===== config.mk =====
export PLATFORM = sky130hd
export DESIGN_NAME = imem_loader_flat
export DESIGN_NICKNAME = d
export VERILOG_FILES = /design/src/rtl/imem_loader_if.sv /design/src/rtl/imem_loader.sv /design/src/flat_wrapper.sv
export SDC_FILE = /design/constraint.sdc
export NUM_CORES = 1
export LEC_CHECK = 0
export ABC_AREA = 1
export CAP_MARGIN = 10
export CORE_ASPECT_RATIO = 1.2
export CORE_MARGIN = 2
export CORE_UTILIZATION = 30
export DETAILED_ROUTE_END_ITERATION = 10
export GPL_TIMING_DRIVEN = 0
export PLACE_DENSITY = 0.49
export SYNTH_ARGS = -nofsm -noshare
export SYNTH_HDL_FRONTEND = slang
export SYNTH_SLANG_ARGS = --single-unit

===== constraint.sdc =====
create_clock -name clk -period 2.1 [get_ports clk]
set_input_delay 0.42 -clock clk [delete_from_list [all_inputs] [get_ports clk]]
set_output_delay 0.42 -clock clk [all_outputs]
set_load 0.005 [all_outputs]

===== src/rtl/imem_loader_if.sv =====
// rtl/imem_loader_if.sv - byte stream in and IMEM write port bundle for the image loader
interface imem_loader_if #(
    parameter int AW = 6
);
    logic [7:0]    in_data;
    logic          in_valid;
    logic          in_ready;
    logic          imem_we;
    logic [AW-1:0] imem_addr;
    logic [31:0]   imem_wdata;

    modport master (
        output in_data, in_valid,
        input  in_ready, imem_we, imem_addr, imem_wdata
    );

    modport slave (
        input  in_data, in_valid,
        output in_ready, imem_we, imem_addr, imem_wdata
    );
endinterface


===== src/rtl/imem_loader.sv =====
// rtl/imem_loader.sv - loads a length-prefixed, checksummed byte image into IMEM and releases the core
module imem_loader #(
    parameter int DEPTH = 64,
    parameter int AW    = 6
) (
    input  logic          clk,
    input  logic          reset,
    imem_loader_if.slave  bus,
    output logic          cpu_reset,
    output logic          done,
    output logic          error,
    output logic [AW:0]   words_loaded
);
    typedef enum logic [2:0] {
        S_LEN_HI, S_LEN_LO, S_DATA, S_CHECK, S_DONE, S_ERR
    } state_t;

    state_t      state, next_state;
    logic [7:0]  len_hi;
    logic [15:0] len;
    logic [1:0]  byte_cnt;
    logic [31:0] word_reg;
    logic [7:0]  csum;
    logic        accept;
    logic        last_word;
    logic [15:0] n_lo;
    logic [31:0] word_next;

    assign accept    = bus.in_valid && bus.in_ready;
    assign n_lo      = {len_hi, bus.in_data};
    assign word_next = {word_reg[23:0], bus.in_data};
    assign last_word = (16'(words_loaded) + 16'd1) == len;

    always_ff @(posedge clk) begin
        if (reset) state <= S_LEN_HI;
        else       state <= next_state;
    end

    always_comb begin
        next_state   = state;
        bus.in_ready = 1'b0;
        case (state)
            S_LEN_HI: begin
                bus.in_ready = 1'b1;
                if (accept) next_state = S_LEN_LO;
            end
            S_LEN_LO: begin
                bus.in_ready = 1'b1;
                if (accept) begin
                    if (n_lo == 16'd0 || n_lo > 16'(DEPTH)) next_state = S_ERR;
                    else                                     next_state = S_DATA;
                end
            end
            S_DATA: begin
                bus.in_ready = 1'b1;
                if (accept && byte_cnt == 2'd3 && last_word) next_state = S_CHECK;
            end
            S_CHECK: begin
                bus.in_ready = 1'b1;
                if (accept) next_state = (bus.in_data == csum) ? S_DONE : S_ERR;
            end
            S_DONE:  next_state = S_DONE;
            S_ERR:   next_state = S_ERR;
            default: next_state = S_LEN_HI;
        endcase
    end

    // Status flags follow next_state so they assert in the first cycle of the new state.
    always_ff @(posedge clk) begin
        if (reset) begin
            len_hi         <= '0;
            len            <= '0;
            byte_cnt       <= '0;
            word_reg       <= '0;
            csum           <= '0;
            bus.imem_we    <= 1'b0;
            bus.imem_addr  <= '0;
            bus.imem_wdata <= '0;
            words_loaded   <= '0;
            cpu_reset      <= 1'b1;
            done           <= 1'b0;
            error          <= 1'b0;
        end else begin
            bus.imem_we <= 1'b0;
            cpu_reset   <= (next_state != S_DONE);
            done        <= (next_state == S_DONE);
            error       <= (next_state == S_ERR);
            if (accept) begin
                case (state)
                    S_LEN_HI: len_hi <= bus.in_data;
                    S_LEN_LO: len    <= n_lo;
                    S_DATA: begin
                        word_reg <= word_next;
                        csum     <= csum + bus.in_data;
                        byte_cnt <= byte_cnt + 2'd1;
                        if (byte_cnt == 2'd3) begin
                            bus.imem_we    <= 1'b1;
                            bus.imem_addr  <= words_loaded[AW-1:0];
                            bus.imem_wdata <= word_next;
                            words_loaded   <= words_loaded + 1'b1;
                        end
                    end
                    default: ;
                endcase
            end
        end
    end
endmodule

===== src/flat_wrapper.sv =====
// flat-port wrapper written by rule: the top's interface ports become plain ports
module imem_loader_flat 
#(
    parameter int DEPTH = 64,
    parameter int AW    = 6
)
  (clk, reset, cpu_reset, done, error, words_loaded, bus_in_data, bus_in_valid, bus_in_ready, bus_imem_we, bus_imem_addr, bus_imem_wdata);
  imem_loader_if #(.AW(AW)) bus_i ();
  input  logic clk;
  input  logic reset;
  output logic cpu_reset;
  output logic done;
  output logic error;
  output logic [AW:0] words_loaded;
  input wire logic [$bits(bus_i.in_data)-1:0] bus_in_data;
  input wire logic [$bits(bus_i.in_valid)-1:0] bus_in_valid;
  output wire logic [$bits(bus_i.in_ready)-1:0] bus_in_ready;
  output wire logic [$bits(bus_i.imem_we)-1:0] bus_imem_we;
  output wire logic [$bits(bus_i.imem_addr)-1:0] bus_imem_addr;
  output wire logic [$bits(bus_i.imem_wdata)-1:0] bus_imem_wdata;
  assign bus_i.in_data = bus_in_data;
  assign bus_i.in_valid = bus_in_valid;
  assign bus_in_ready = bus_i.in_ready;
  assign bus_imem_we = bus_i.imem_we;
  assign bus_imem_addr = bus_i.imem_addr;
  assign bus_imem_wdata = bus_i.imem_wdata;
  imem_loader #(.DEPTH(DEPTH), .AW(AW)) u_core (.clk(clk), .reset(reset), .bus(bus_i), .cpu_reset(cpu_reset), .done(done), .error(error), .words_loaded(words_loaded));
endmodule

==> out/summary.txt <==
number of flops mapped to enable cells by yosys - 0
# IOs - 61
Iter 0 DRT Violations - 209
wire per inst - 14.52 um
Total Routing Usage GR - 16.42%
initial antenna violation count - 0
Fill cells - 1594
share of the synthesized area in the top cell type - 48.96%
status - finished, final reports clean
Die Span Y - 138.1 um
Hold Path Origin - reset
Final Max Tran Viols - 0
clk slew on worst S/H paths - 70 ps
antenna cells - 0
Setup Skew - 7.937 ps
Worst Hold Path EP - u_core.words_loaded[0]
CTS buffer count - 9
critical path startpoint category - input pin
critical path capture point type - register
Worst VDD drop - 0.0004097 V
fin nets - 693
total power - 0.004224 W
vias - 4004
clk_lat worst skew - 340 ps
kind of critical path - input pin to register
Hold Vio Cnt, Final - 0
#FFs+latches synth - 110
Detail Route Antenna Nets - 0
Top FF cell, synth - dfxtp_1
Mapped Avg Cell Area - 7.472 um^2
Cell variety after synth - 25
most common cell in the synthesized netlist - nor2_1
final WL - 12740 um
Bufs on Longest Clock Path - 2
Clock Tree Root - clkbuf_16
LEAKAGE - 2.488 nW
Synth warnings - 0
global-route wire length before repair - 20480 um
register area share after synthesis - 48.96%
first drt pass iteration count - 4
Period Utilization, post-route - 92.47%
largest cells by area after synthesis - dfxtp_1 (49%), o21ai_0 (12%), nor2_1 (11%)
Reg2Reg Setup Slack - 330 ps
commonest cells in the synthesized netlist - nor2_1 (134), dfxtp_1 (110), o21ai_0 (104)
CTS Sinks - 110
GP Congestion - 0.8447
DRC Markers - 0
setup_tns - 0 ps
vias in the first global route - 3861
Hold Crit Depth - 2
fraction of registers with async set/reset - 0%
DR vias/cell - 4.566
Synthesized Nets - 623
Final setup viols - 0
Critical Path AT - 2190 ps
P&R area growth vs syn - 25.59%
CTS tree - built
worst hold path class - input pin to register
Cells after Synth - 602
maximum clock frequency - 515.0 MHz
Chip Width - 115.8 um
Post-Syn Area - 0.004498 mm^2
ratio of cells with drive above 1 in the final layout - 6.241%
RSZ-0062 raised after global routing - false
Post-DP HPWL - 9364 um
PortBufs - 59
Initial Utilization - 30.32%
Worst Path Required - 2340 ps
max reg flops - 32
max_slew headroom - 60.68%
die area - 0.01599 mm^2
Slew @ Worst Pin - 589.8 ps
pwr/cell area - 747.7 mW/mm^2
r2r worst-path depth - 10
grt total ovfl - 0
Max Cap Violations - 0
std cell rows - 49
CTS Hold Bufs - 0
Setup Fix Bufs, Post-CTS - 0
RR Endpoint - u_core.done
RR Startpoint - u_core.words_loaded[0]
leading area contributor after synthesis - dfxtp_1
crit-path max FO - 5
H-tree lvl count - 3
Tmin final - 1942 ps
largest net degree at the start of global routing - 16
core area - 0.01484 mm^2
critical path: stages:
cell,delay (ps)
clkdlybuf4s50_1,550
inv_2,110
fa_1,480
o21ai_2,180
nand2_1,70
nand2_1,60
a21oi_1,70
nand2_1,70
nand3_1,80
nand2_1,70
inv_1,30
kinds of logic (layout without fill, tap and decap cells):
family	after synthesis	in the layout	synth area share, %
compound gates	167	167	18.75
simple gates	221	221	20.50
buf+inv	88	159	7.678
xor+xnor	6	6	1.168
flops	110	110	48.96
fa+ha+maj	10	10	2.949
per-stage QoR:
step	hold WS [ps]	instance area [um^2]	utilization, %	cells	setup slack, ps
6_report	471.5	5649	38.08	877	158.2
5_1_grt	481.7	5649	38.08	877	39.15
4_1_cts	466.0	5640	38.02	877	10.58
3_5_place_dp	464.1	5344	36.02	865	-539.6
3_3_place_gp	452.7	5344	36.02	865	-523.6
2_1_floorplan	437.6	4498	-	602	358.6
per-layer routing:
layer / up-vias / GRT usage [%] / wire [um]
met3: 11 / 2.587 / 382
met1: 1831 / 21.90 / 6019
met4: 0 / 4.887 / 155
met5: - / 0 / 0
met2: 74 / 27.27 / 6180
li1: 2088 / - / -
layout by cell type, fill, tap and decap left out, drive strengths merged:
cell	count
buf	14
dlymetal6s2s	1
xnor2	1
a21oi	58
nand4	4
fa	1
dfxtp	110
xor2	5
o211ai	2
nor2	139
bufinv	2
o21bai	1
inv	58
nand2	57
nand3	19
clkdlybuf4s50	56
nor3	2
dlygate4sd2	1
clkbuf	27
o21ai	106
ha	9
where the power goes:
group,switching (W),internal (W)
Combinational,0.000183,0.0000958
Sequential,0.0000285,0.00213
Clock,0.000729,0.00105
Total,0.000941,0.00328
worst max-delay path by stage:
stage / cells after the start / slack, ps / to / startpoint
finish: 11 / 160 / u_core.csum[6] / bus_in_data[1]
global route: 11 / 40 / u_core.csum[6] / bus_in_data[1]
CTS: 11 / 10 / u_core.csum[6] / bus_in_data[1]
detailed placement: 8 / -540 / u_core.cpu_reset / bus_in_data[4]
global placement: 8 / -520 / u_core.cpu_reset / bus_in_data[4]
floorplan: 11 / 360 / u_core.csum[6] / bus_in_data[0]
cell type report:
| cell class | count | area [um^2] | area share [%] |
|---|---|---|---|
| clock inverter | 2 | 60.06 | 1.063 |
| timing repair buffer | 59 | 586.8 | 10.39 |
| multi-input combinational | 404 | 1961 | 34.71 |
| buffer | 30 | 127.6 | 2.259 |
| inverter | 58 | 217.7 | 3.854 |
| sequential | 110 | 2202 | 38.98 |
| tap | 204 | 255.2 | 4.518 |
| clock buffer | 10 | 239.0 | 4.230 |
timing repair:
action,in CTS,in global routing
endpoints found under the setup margin,5,6
gates resized for setup,3,7
pin swaps,0,1
Power figures use the tool's default switching activity.
